`config.mk`:
```
export PLATFORM = sky130hd
export DESIGN_NAME = clk_div_switch
export DESIGN_NICKNAME = d
export VERILOG_FILES = /design/src/rtl/clk_div_switch_pkg.sv /design/src/rtl/clk_div_switch_phase_cnt.sv /design/src/rtl/clk_div_switch.sv
export SDC_FILE = /design/constraint.sdc
export NUM_CORES = 1
export LEC_CHECK = 0
export CORE_MARGIN = 1.5
export CORE_UTILIZATION = 25
export CTS_CLUSTER_SIZE = 28
export DETAILED_ROUTE_END_ITERATION = 8
export GPL_TIMING_DRIVEN = 0
export PLACE_DENSITY_LB_ADDON = 0.05
export SYNTH_ARGS = -nofsm -noshare
export SYNTH_HDL_FRONTEND = slang
export SYNTH_SLANG_ARGS = --single-unit
```
`constraint.sdc`:
```
create_clock -name clk -period 3.5 [get_ports clk]
set_input_delay 0.875 -clock clk [delete_from_list [all_inputs] [get_ports clk]]
set_output_delay 0.875 -clock clk [all_outputs]
set_load 0.02 [all_outputs]
```
`src/rtl/clk_div_switch_pkg.sv`:
```
// -----------------------------------------------------------------------------
// clk_div_switch_pkg
// Shared types and constants for the glitch-free divided-clock switch.
//   state_e  : switch FSM states (START, RUN, PEND, GAP)
//   MIN_DIV  : smallest effective divisor; raw divisors below it are promoted
//   eff_div  : maps a raw programmed divisor onto the effective divisor
// -----------------------------------------------------------------------------
package clk_div_switch_pkg;

  typedef enum logic [1:0] {
    ST_START = 2'd0,  // first edge after reset release
    ST_RUN   = 2'd1,  // free-running on the current channel
    ST_PEND  = 2'd2,  // running, a channel request is latched
    ST_GAP   = 2'd3   // forced-low dead time between old and new source
  } state_e;

  localparam int unsigned MIN_DIV = 2;

  // Divisors 0 and 1 cannot produce both a high and a low phase, so they
  // run as the smallest legal divisor instead.
  function automatic int unsigned eff_div(input int unsigned raw);
    return (raw < MIN_DIV) ? MIN_DIV : raw;
  endfunction

endpackage : clk_div_switch_pkg

```
`src/rtl/clk_div_switch_phase_cnt.sv`:
```
// -----------------------------------------------------------------------------
// clk_div_switch_phase_cnt
// Phase counter and output flops for one divided-clock stream.
// A load starts a new period at phase 0 with a freshly latched divisor;
// an advance steps the phase; with neither the outputs are held low and
// the phase is frozen (used for reset release and the dead gap).
//
// Ports:
//   clk, rst    : system clock, synchronous active-high reset
//   load_i      : start a new period using div_i (latched this edge)
//   adv_i       : advance phase by one inside the current period
//   div_i       : raw divisor of the channel to load
//   wrap_o      : current phase is the last of the period (D-1)
//   clk_div_o   : divided clock level (flop output)
//   clk_en_o    : one-cycle pulse on the first cycle of each period
// -----------------------------------------------------------------------------
module clk_div_switch_phase_cnt
  import clk_div_switch_pkg::*;
#(
  parameter int unsigned CNT_W = 8
) (
  input  logic             clk,
  input  logic             rst,
  input  logic             load_i,
  input  logic             adv_i,
  input  logic [CNT_W-1:0] div_i,
  output logic             wrap_o,
  output logic             clk_div_o,
  output logic             clk_en_o
);

  logic [CNT_W-1:0] phase_q, phase_d;
  logic [CNT_W-1:0] d_q, d_d;
  logic             clk_div_q, clk_div_d;
  logic             clk_en_q, clk_en_d;

  logic [CNT_W-1:0] h_cur;   // high-phase length of the running period
  logic [CNT_W-1:0] d_new;   // effective divisor being loaded
  logic [CNT_W-1:0] h_new;   // high-phase length of the period being loaded

  assign h_cur  = d_q >> 1;
  assign d_new  = CNT_W'(eff_div(32'(div_i)));
  assign h_new  = d_new >> 1;
  assign wrap_o = (phase_q == (d_q - CNT_W'(1)));

  always_comb begin
    phase_d   = phase_q;
    d_d       = d_q;
    clk_div_d = 1'b0;
    clk_en_d  = 1'b0;
    if (load_i) begin
      phase_d   = '0;
      d_d       = d_new;
      clk_en_d  = 1'b1;
      clk_div_d = (h_new != '0);
    end else if (adv_i) begin
      phase_d   = phase_q + CNT_W'(1);
      clk_div_d = (phase_d < h_cur);
    end
  end

  always_ff @(posedge clk) begin
    if (rst) begin
      phase_q   <= '0;
      d_q       <= CNT_W'(MIN_DIV);
      clk_div_q <= 1'b0;
      clk_en_q  <= 1'b0;
    end else begin
      phase_q   <= phase_d;
      d_q       <= d_d;
      clk_div_q <= clk_div_d;
      clk_en_q  <= clk_en_d;
    end
  end

  assign clk_div_o = clk_div_q;
  assign clk_en_o  = clk_en_q;

endmodule : clk_div_switch_phase_cnt

```
`src/rtl/clk_div_switch.sv`:
```
// -----------------------------------------------------------------------------
// clk_div_switch
// Single-clock divided-clock generator selecting one of NUM_SEL programmable
// divisors. Channel changes take effect only at a period boundary (output
// low), optionally followed by GAP_CYCLES forced-low cycles, so the divided
// clock never shows a runt pulse.
//
// Ports:
//   clk, rst     : system clock, synchronous active-high reset
//   div_i        : packed divisors, channel k at [k*CNT_W +: CNT_W]
//   sel_i        : requested channel (clamped to NUM_SEL-1)
//   sel_valid_i  : request strobe, accepted only while busy_o is low
//   clk_div_o    : divided clock level
//   clk_en_o     : one-cycle pulse on the first cycle of each period
//   cur_sel_o    : channel currently in effect
//   sel_ack_o    : one-cycle pulse when a requested channel takes effect
//   busy_o       : a request is pending or the dead gap is running
// -----------------------------------------------------------------------------
module clk_div_switch
  import clk_div_switch_pkg::*;
#(
  parameter int unsigned NUM_SEL    = 4,
  parameter int unsigned CNT_W      = 8,
  parameter int unsigned GAP_CYCLES = 2,
  parameter int unsigned SEL_W      = $clog2(NUM_SEL)
) (
  input  logic                     clk,
  input  logic                     rst,
  input  logic [NUM_SEL*CNT_W-1:0] div_i,
  input  logic [SEL_W-1:0]         sel_i,
  input  logic                     sel_valid_i,
  output logic                     clk_div_o,
  output logic                     clk_en_o,
  output logic [SEL_W-1:0]         cur_sel_o,
  output logic                     sel_ack_o,
  output logic                     busy_o
);

  localparam bit          HAS_GAP  = (GAP_CYCLES != 0);
  localparam int unsigned GAP_W    = (GAP_CYCLES > 1) ? $clog2(GAP_CYCLES) : 1;
  localparam int unsigned GAP_LOAD = HAS_GAP ? (GAP_CYCLES - 1) : 0;

  state_e           state_q, state_d;
  logic [SEL_W-1:0] req_q, req_d;
  logic [SEL_W-1:0] cur_sel_q, cur_sel_d;
  logic [GAP_W-1:0] gap_q, gap_d;
  logic             ack_q, ack_d;
  logic             busy_q, busy_d;

  logic             wrap;
  logic             load;
  logic             adv;
  logic             switch_sel;
  logic             accept;
  logic [SEL_W-1:0] sel_clamp;
  logic [SEL_W-1:0] load_sel;
  logic [CNT_W-1:0] load_div;
  int unsigned      sel_int;

  // Out-of-range requests (non power-of-two NUM_SEL) map to the top channel.
  always_comb begin
    sel_int   = 32'(sel_i);
    sel_clamp = sel_i;
    if (sel_int > NUM_SEL - 1) sel_clamp = SEL_W'(NUM_SEL - 1);
  end

  assign accept = (state_q == ST_RUN) && sel_valid_i && !busy_q;

  // ---------------------------------------------------------------------------
  // FSM: state register
  // ---------------------------------------------------------------------------
  always_ff @(posedge clk) begin
    if (rst) state_q <= ST_START;
    else     state_q <= state_d;
  end

  // ---------------------------------------------------------------------------
  // FSM: next state
  // A request accepted on a wrap edge only moves RUN->PEND; the wrap itself
  // restarts the old channel, so the switch lands on the following wrap.
  // ---------------------------------------------------------------------------
  always_comb begin
    state_d = state_q;
    unique case (state_q)
      ST_START: state_d = ST_RUN;
      ST_RUN:   if (accept) state_d = ST_PEND;
      ST_PEND: begin
        if (wrap) begin
          if ((req_q == cur_sel_q) || !HAS_GAP) state_d = ST_RUN;
          else                                  state_d = ST_GAP;
        end
      end
      ST_GAP:   if (gap_q == '0) state_d = ST_RUN;
      default:  state_d = ST_START;
    endcase
  end

  // ---------------------------------------------------------------------------
  // FSM: outputs (phase-counter controls and switch strobes)
  // ---------------------------------------------------------------------------
  always_comb begin
    load       = 1'b0;
    adv        = 1'b0;
    ack_d      = 1'b0;
    switch_sel = 1'b0;
    unique case (state_q)
      ST_START: load = 1'b1;
      ST_RUN: begin
        if (wrap) load = 1'b1;
        else      adv  = 1'b1;
      end
      ST_PEND: begin
        if (wrap) begin
          // Same-channel requests skip the gap: the source does not change.
          if ((req_q == cur_sel_q) || !HAS_GAP) begin
            load       = 1'b1;
            ack_d      = 1'b1;
            switch_sel = 1'b1;
          end
        end else begin
          adv = 1'b1;
        end
      end
      ST_GAP: begin
        if (gap_q == '0) begin
          load       = 1'b1;
          ack_d      = 1'b1;
          switch_sel = 1'b1;
        end
      end
      default: ;
    endcase
  end

  assign busy_d   = (state_d == ST_PEND) || (state_d == ST_GAP);
  assign load_sel = switch_sel ? req_q : cur_sel_q;
  assign load_div = div_i[int'(load_sel)*CNT_W +: CNT_W];

  // ---------------------------------------------------------------------------
  // Request latch, current selection and gap counter
  // ---------------------------------------------------------------------------
  always_comb begin
    req_d     = req_q;
    cur_sel_d = cur_sel_q;
    gap_d     = gap_q;
    if (accept)     req_d     = sel_clamp;
    if (switch_sel) cur_sel_d = req_q;
    if ((state_q == ST_PEND) && (state_d == ST_GAP)) gap_d = GAP_W'(GAP_LOAD);
    else if ((state_q == ST_GAP) && (gap_q != '0))   gap_d = gap_q - GAP_W'(1);
  end

  always_ff @(posedge clk) begin
    if (rst) begin
      req_q     <= '0;
      cur_sel_q <= '0;
      gap_q     <= '0;
      ack_q     <= 1'b0;
      busy_q    <= 1'b0;
    end else begin
      req_q     <= req_d;
      cur_sel_q <= cur_sel_d;
      gap_q     <= gap_d;
      ack_q     <= ack_d;
      busy_q    <= busy_d;
    end
  end

  // ---------------------------------------------------------------------------
  // Phase counter / output flops
  // ---------------------------------------------------------------------------
  clk_div_switch_phase_cnt #(
    .CNT_W (CNT_W)
  ) u_phase_cnt (
    .clk       (clk),
    .rst       (rst),
    .load_i    (load),
    .adv_i     (adv),
    .div_i     (load_div),
    .wrap_o    (wrap),
    .clk_div_o (clk_div_o),
    .clk_en_o  (clk_en_o)
  );

  assign cur_sel_o = cur_sel_q;
  assign sel_ack_o = ack_q;
  assign busy_o    = busy_q;

endmodule : clk_div_switch
```
==> out/qor.csv <==
metric,value,unit
critical-path-top-cell-by-count,sky130_fd_sc_hd__a311oi_2,
grt_antenna_before_repair,0,
timing_worst_slew_pin_value,550.3,ps
worst_setup_path_endpoint,gap_q,
peakVddDrop,0.07887,mV
maximum_number_of_pins_on_one_net_before_global_route_repair,17,
cts_sinks,27,
reg2reg_depth,10,
drive_gt1_share,9.187,%
total_leakage_power,1.098,nW
via_count,1733,
timing.critical_path.from_type,register,
detailedPlacementHpwl,3.919,mm
globalplace.congestion,0.7230,
sum_of_negative_setup_slack,0,ps
hp-class,register to register,
path_cells,inv_1 > ha_1 > buf_6 > o21bai_1 > a2111oi_1 > a311oi_2 > a2111oi_4 > mux2_4 > a311oi_2 > a22o_1,
post-synth-top-area-cell,sky130_fd_sc_hd__dfxtp_1,
first_iter_violations,47,
vertical_die_dimension,92.63,µm
synth.yosys.warnings,0,
cts_root_buffer,sky130_fd_sc_hd__clkbuf_8,
path_buf_inv,2,
grt_pass1_wl,8.307,mm
worstSkewPairLatency,280,ps
placeableCoreArea,0.007767,mm²
report.final.hold_viol_count,0,
numPortBuffers,42,
placement_rows,32,
maxCapViolations,0,
final.period_utilization,83.88,%
power.sequential.fraction,47.0,%
share_clk_of_total_power,26.2,%
post-cts-setup-buffer-count,0,
clk_skew,5.068,ps
number_of_instances_resized_during_post_cts_repair,0,
syn-cell-area,0.002008,mm²
initial_utilization,25.85,%
tritoncts.num_buffers,3,
cp_num_cells,10,
die_area,0.008579,mm²
critical_path.max_stage_delay,460,ps
drt-vias-per-instance,4.501,
antenna-diode-count,0,
syn_avg_cell_area,8.473,µm²
dr.pass1.iters,4,
post_synthesis_cells,237,
layout.nets,333,
critical_path.reg2reg.endpoint,gap_q,
net-switching-power,0.0002189,W
period_minus_slack,2936,ps
worstPathRequired,3730,ps
synth_edf_count,0,
route.antenna.remaining_nets,0,
grt_remaining_overflow,0,
dieWidth,92.63,µm
clockBufferDepth,2,
setup.reg_to_reg.worst_slack,560,ps
worst-endpoint-arrival,3170,ps
synth_top_area_share,26.92,%
number_of_global_route_vias_before_repair,1735,
worstPathMaxFanout,8,
setup_viol_count_final,0,
power.density_cell_area,279.6,mW/mm²
fmax,340.6,MHz
synth_async_sr_flop_share,0,%
sequential_share_of_the_synthesized_area,26.92,%
groute.usage.overall,12.18,%
avgRoutedWirePerCell,12.62,µm
yosys_register_bits,27,
switching_share,30.06,%
cts.reportedPaths.clkPinSlew,100,ps
hold_slack,498.8,ps
drc,0,
rsz0062_at_grt,false,
p_int,0.0005094,W
wl,4.859,mm
outcome,"complete, no violations",
io_pins,43,
synth_fp_nets,286,
maxSlewHeadroom,63.32,%
criticalPathCategory,register to register,
syn2layout_area_growth,29.72,%
cp-startpoint,u_phase_cnt.d_q[0],
worst_reg2reg_startpoint,u_phase_cnt.d_q[0],
critical_path.slowest_cell,sky130_fd_sc_hd__dfxtp_1,
hold_buffers,0,
setup.worst_path.end_class,register,
synth_cell_type_count,50,
yosys_most_used_dff,sky130_fd_sc_hd__dfxtp_1,
cts_tree,yes,
share_comb_of_total_power,26.8,%
htreeDepth,1,
synthTopCellsByArea,"sky130_fd_sc_hd__dfxtp_1, sky130_fd_sc_hd__mux2i_1, sky130_fd_sc_hd__ha_1",
critPathTopFamily,compound AO/OA/AOI/OAI gates,
final-max-slew-violation-count,0,
## state kept, by name, indices dropped and copies added (netlist names)
name	cells
state_q	2
cur_sel_o	2
req_q	2
gap_q	1
u_phase_cnt.d_q	8
u_phase_cnt.clk_en_o	1
sel_ack_o	1
busy_o	1
u_phase_cnt.clk_div_o	1
u_phase_cnt.phase_q	8
## kinds of logic (layout without fill, tap and decap cells)
kind of cell	after synthesis	in the layout	share of synthesized area [%]
adder cells (fa/ha/maj)	12	12	7.476
buffers and inverters	23	69	5.919
multiplexers	18	18	9.221
flip-flops	27	27	26.92
AND/OR/NAND/NOR	91	91	23.18
XOR/XNOR	25	25	10.90
AO/OA/AOI/OAI	41	41	16.39
## worst min-delay path by stage
| stage | endpoint | startpoint | slack [ps] | cells after the start |
|---|---|---|---|---|
| floorplan | req_q[1] | req_q[1] | 460 | 2 |
| global placement | req_q[1] | req_q[1] | 480 | 2 |
| detailed placement | req_q[0] | req_q[0] | 480 | 2 |
| CTS | req_q[0] | req_q[0] | 500 | 2 |
| global route | req_q[1] | req_q[1] | 520 | 2 |
| finish | req_q[1] | req_q[1] | 500 | 2 |
## synth_stat cells (5+ instances only)
cell type	n
sky130_fd_sc_hd__clkbuf_1	5
sky130_fd_sc_hd__nor2_1	24
sky130_fd_sc_hd__inv_1	12
sky130_fd_sc_hd__nor2_2	5
sky130_fd_sc_hd__xnor2_1	11
sky130_fd_sc_hd__nand3_1	6
sky130_fd_sc_hd__xor2_1	14
sky130_fd_sc_hd__nand2_1	27
sky130_fd_sc_hd__dfxtp_1	27
sky130_fd_sc_hd__a21oi_1	12
sky130_fd_sc_hd__and3_1	5
sky130_fd_sc_hd__mux2i_1	17
sky130_fd_sc_hd__ha_1	12
## layout make-up
class                           count  area (µm²)
Tap cell                          102       127.6
Buffer                             11       73.82
Clock inverter                      1       7.507
Sequential cell                    27       540.5
Clock buffer                        3       41.29
Fill cell                         839        5162
Timing Repair Buffer               42       420.4
Inverter                           12       45.04
Multi-Input combinational cell    187        1349
## cell usage in the layout, fill, tap and decap left out, types with 3 or more instances in the layout
cell type / Yosys / routed
sky130_fd_sc_hd__clkdlybuf4s50_1: 0 / 42
sky130_fd_sc_hd__nand2_1: 27 / 27
sky130_fd_sc_hd__dfxtp_1: 27 / 27
sky130_fd_sc_hd__nor2_1: 24 / 24
sky130_fd_sc_hd__mux2i_1: 17 / 17
sky130_fd_sc_hd__xor2_1: 14 / 14
sky130_fd_sc_hd__inv_1: 12 / 12
sky130_fd_sc_hd__a21oi_1: 12 / 12
sky130_fd_sc_hd__ha_1: 12 / 12
sky130_fd_sc_hd__xnor2_1: 11 / 11
sky130_fd_sc_hd__nand3_1: 6 / 6
sky130_fd_sc_hd__clkbuf_1: 5 / 5
sky130_fd_sc_hd__and3_1: 5 / 5
sky130_fd_sc_hd__nor2_2: 5 / 5
sky130_fd_sc_hd__buf_6: 4 / 4
sky130_fd_sc_hd__nor2b_1: 4 / 4
sky130_fd_sc_hd__and3b_1: 4 / 4
sky130_fd_sc_hd__a32oi_1: 4 / 4
sky130_fd_sc_hd__nand2b_1: 3 / 3
sky130_fd_sc_hd__nor3_1: 3 / 3
sky130_fd_sc_hd__o21ai_0: 3 / 3
sky130_fd_sc_hd__clkbuf_8: 0 / 3
## power groups by stage
stage	logic (W)	registers [W]	clock network (W)
detailed placement	0.000198	0.000350	0
floorplan	0.000123	0.000348	0
global placement	0.000199	0.000350	0
finish	0.000196	0.000342	0.000191
CTS	0.000199	0.000343	0.000201
global route	0.000217	0.000346	0.000219
## worst min-delay path, stage by stage, from the launching register on
cell and delay, ps:
sky130_fd_sc_hd__dfxtp_1 340, sky130_fd_sc_hd__nand2_1 60, sky130_fd_sc_hd__a21oi_1 60
## per-stage QoR
step / util [%] / cells / instance area (µm²) / setup WS (ps) / total power (W)
floorplan: - / 237 / 2008 / 858.5 / 0.0004705
global placement: 32.91 / 381 / 2556 / 509.4 / 0.0005491
detailed placement: 32.91 / 381 / 2556 / 519.6 / 0.0005478
CTS: 33.54 / 385 / 2605 / 509.7 / 0.0007426
global route: 33.54 / 385 / 2605 / 401.7 / 0.0007823
finish: 33.54 / 385 / 2605 / 564.2 / 0.0007283
## per-layer routing
layer  wire length (µm)  up-vias  global-route usage, %
met2               2077       43                  19.73
li1                   -      918                      -
met5                  0        -                      0
met4                 66        0                  3.788
met3                207        5                  1.642
met1               2507      767                  16.69
(Power assumes the default switching activity.)
==> RTL edit: new RTL, same flow settings <==
The parameter `GAP_CYCLES` goes from 2 to 4.
--- a/src/rtl/clk_div_switch.sv
+++ b/src/rtl/clk_div_switch.sv
@@ -21,7 +21,7 @@
 #(
   parameter int unsigned NUM_SEL    = 4,
   parameter int unsigned CNT_W      = 8,
-  parameter int unsigned GAP_CYCLES = 2,
+  parameter int unsigned GAP_CYCLES = 4,
   parameter int unsigned SEL_W      = $clog2(NUM_SEL)
 ) (
   input  logic                     clk,
Function: changed (Yosys sat finds a counterexample within 10 cycles, from zero or initial values and one cycle with rst high).
==> RTL edit against the unedited design <==
Cell count shrank 5.5%; die area up 0.96%; via count up 0.75%; worst setup slack improved by 0.44 ns; routed wire length up 3.7%; total power up 2.3%; fmax is 18% higher; synthesized area grew 1.0%; sequential cell count grew 1; design area up 0.48%; sequential power grew 3%; critical path type unchanged; largest cell class unchanged.
==> RTL edit: results (changes against the unedited design) <==
| Metric | Value |
|---|---|
| Outcome | `complete, no violations` |
| Layout cell share with drive strength beyond 1 | `11.1% (+1.9 points)` |
| Initial antenna violation count | `0 (unchanged)` |
| CTS-repair resized insts | `0 (unchanged)` |
| DP HPWL | `4.05 mm (+3.3%)` |
| Fillers | `825 (-1.7%)` |
| Area contributors post-synth | `dfxtp_1 28%, mux4_2 10%, ha_1 8.6%` |
| Worst slew pin tran | `0.829 ns (+0.279 ns)` |
| M1 WL | `2.55 mm (+1.8%)` |
| Routed wl met3 | `247 um (+19%)` |
| Largest net degree at the start of global routing | `15 (-2)` |
| Clk cell area share | `1.58% (-0.30 points)` |
| CTS root buffer | `clkbuf_8` |
| Seq area share | `21.4% (+0.67 points)` |
| Post-Layout Cell Count | `364 (-5.5%)` |
| Multi-input gate count | `167 (-11%)` |
| Multi-input gate area | `0.00137 sq mm (+1.8%)` |
| Clock Buffer Count | `3 (unchanged)` |
| Worst Skew | `0.00845 ns (+0.00339 ns)` |
| Buffering overhead | `17.5% (-1.4 points)` |
| Mean post-synth cell area | `9.35 sq um (+10%)` |
| Worst-case vdd ir drop | `0.144 mV (+83%)` |
| Max Cap Viol | `0 (unchanged)` |
| Routed wire length | `5.04 mm (+3.7%)` |
| Register clock-pin slew on the reported worst setup and hold paths | `0.10 ns (about the same)` |
| Signal buffers | `49 (-7.5%)` |
| Synth top cells by count | `28 x dfxtp_1, 19 x nor2_1, 14 x ha_1, 14 x inv_1, 13 x a21oi_1` |
| Worst hold path type | `reg2reg` |
| Post-route DRC | `0 (unchanged)` |
| Global-route wire length before repair | `8.40 mm (+1.1%)` |
| Critical path peak fanout | `10 (+2)` |
| Highest routing layer actually used | `met4` |
| Maximum clock path buffer count | `2 (unchanged)` |
| CP arrival | `2.65 ns (-0.52 ns)` |
| Post-CTS setup buffers | `0 (unchanged)` |
| Inverters | `15 (+3)` |
| Lkg Pwr | `0.999 nW (-9.1%)` |
| Detailed Route Iter0 Violations | `49 (+4.3%)` |
| RePlAce Congestion | `0.719 (-0.50%)` |
| Vias per cell | `4.80 (+6.6%)` |
| Seq Cell Count | `28 (+3.7%)` |
| Synth warn | `0 (unchanged)` |
| Vias in the first global route | `1744 (+0.52%)` |
| Met2 Wirelength | `2.20 mm (+5.8%)` |
| Sequential share of the synthesized area | `27.6% (+0.72 points)` |
| Syn Nets | `268 (-6.3%)` |
| Tot GR Track Use | `12.2% (+0.036 points)` |
| Post-synth cell types | `53 (+6.0%)` |
| Initial DRT Pass Iterations | `4 (unchanged)` |
| # nets final | `315 (-5.4%)` |
[RTL edit: kinds of logic after synthesis]
group | synth area share, %
xor gates and xnor gates | 8.64
and+or+nand+nor | 17.3
adders and majority gates | 8.64
muxes | 13.3
DFF | 27.6
buffers and inverters | 4.69
AOI/OAI and AO/OA | 19.8
[RTL edit: worst max-delay path: stages (launching register included)]
cell	delay [ns]
dfxtp_1	0.36
inv_1	0.05
ha_1	0.23
nand2_2	0.17
mux2i_4	0.53
mux4_2	0.59
nor2_1	0.15
and4b_1	0.21
o31ai_1	0.07
[RTL edit: final timing paths]
kind / depth (start not counted) / startpoint / end / slack, ns
min: 2 / u_phase_cnt.d_q[7] / u_phase_cnt.d_q[7] / 0.51
max: 8 / gap_q[0] / u_phase_cnt.d_q[0] / 1.00
min reg2reg: 2 / u_phase_cnt.d_q[7] / u_phase_cnt.d_q[7] / 0.51
max reg2reg: 8 / gap_q[0] / u_phase_cnt.d_q[0] / 1.00
[RTL edit: stage by stage]
step	instance area, sq um	utilization (%)	hold slack, ns	worst slack, ns
floorplan	2030	-	0.468	1.23
global placement	2580	33.0	0.504	0.742
detailed placement	2580	33.0	0.503	0.791
CTS	2620	33.5	0.516	0.938
global route	2620	33.5	0.537	0.771
finish	2620	33.5	0.514	1.00
[RTL edit: routing by layer]
layer  vias to the layer above  global-route usage, %
li1                        902                      -
met1                       792                   16.6
met2                        50                   19.8
met3                         2                   2.85
met4                         0                   2.27
met5                         -                      0
[RTL edit: power by group]
part | internal (mW) | leakage [nW] | switching, mW | total (mW)
registers | 0.334 | 0.229 | 0.0189 | 0.353
logic | 0.107 | 0.748 | 0.102 | 0.209
clock network | 0.0775 | 0.0216 | 0.105 | 0.183
total | 0.518 | 0.999 | 0.227 | 0.745
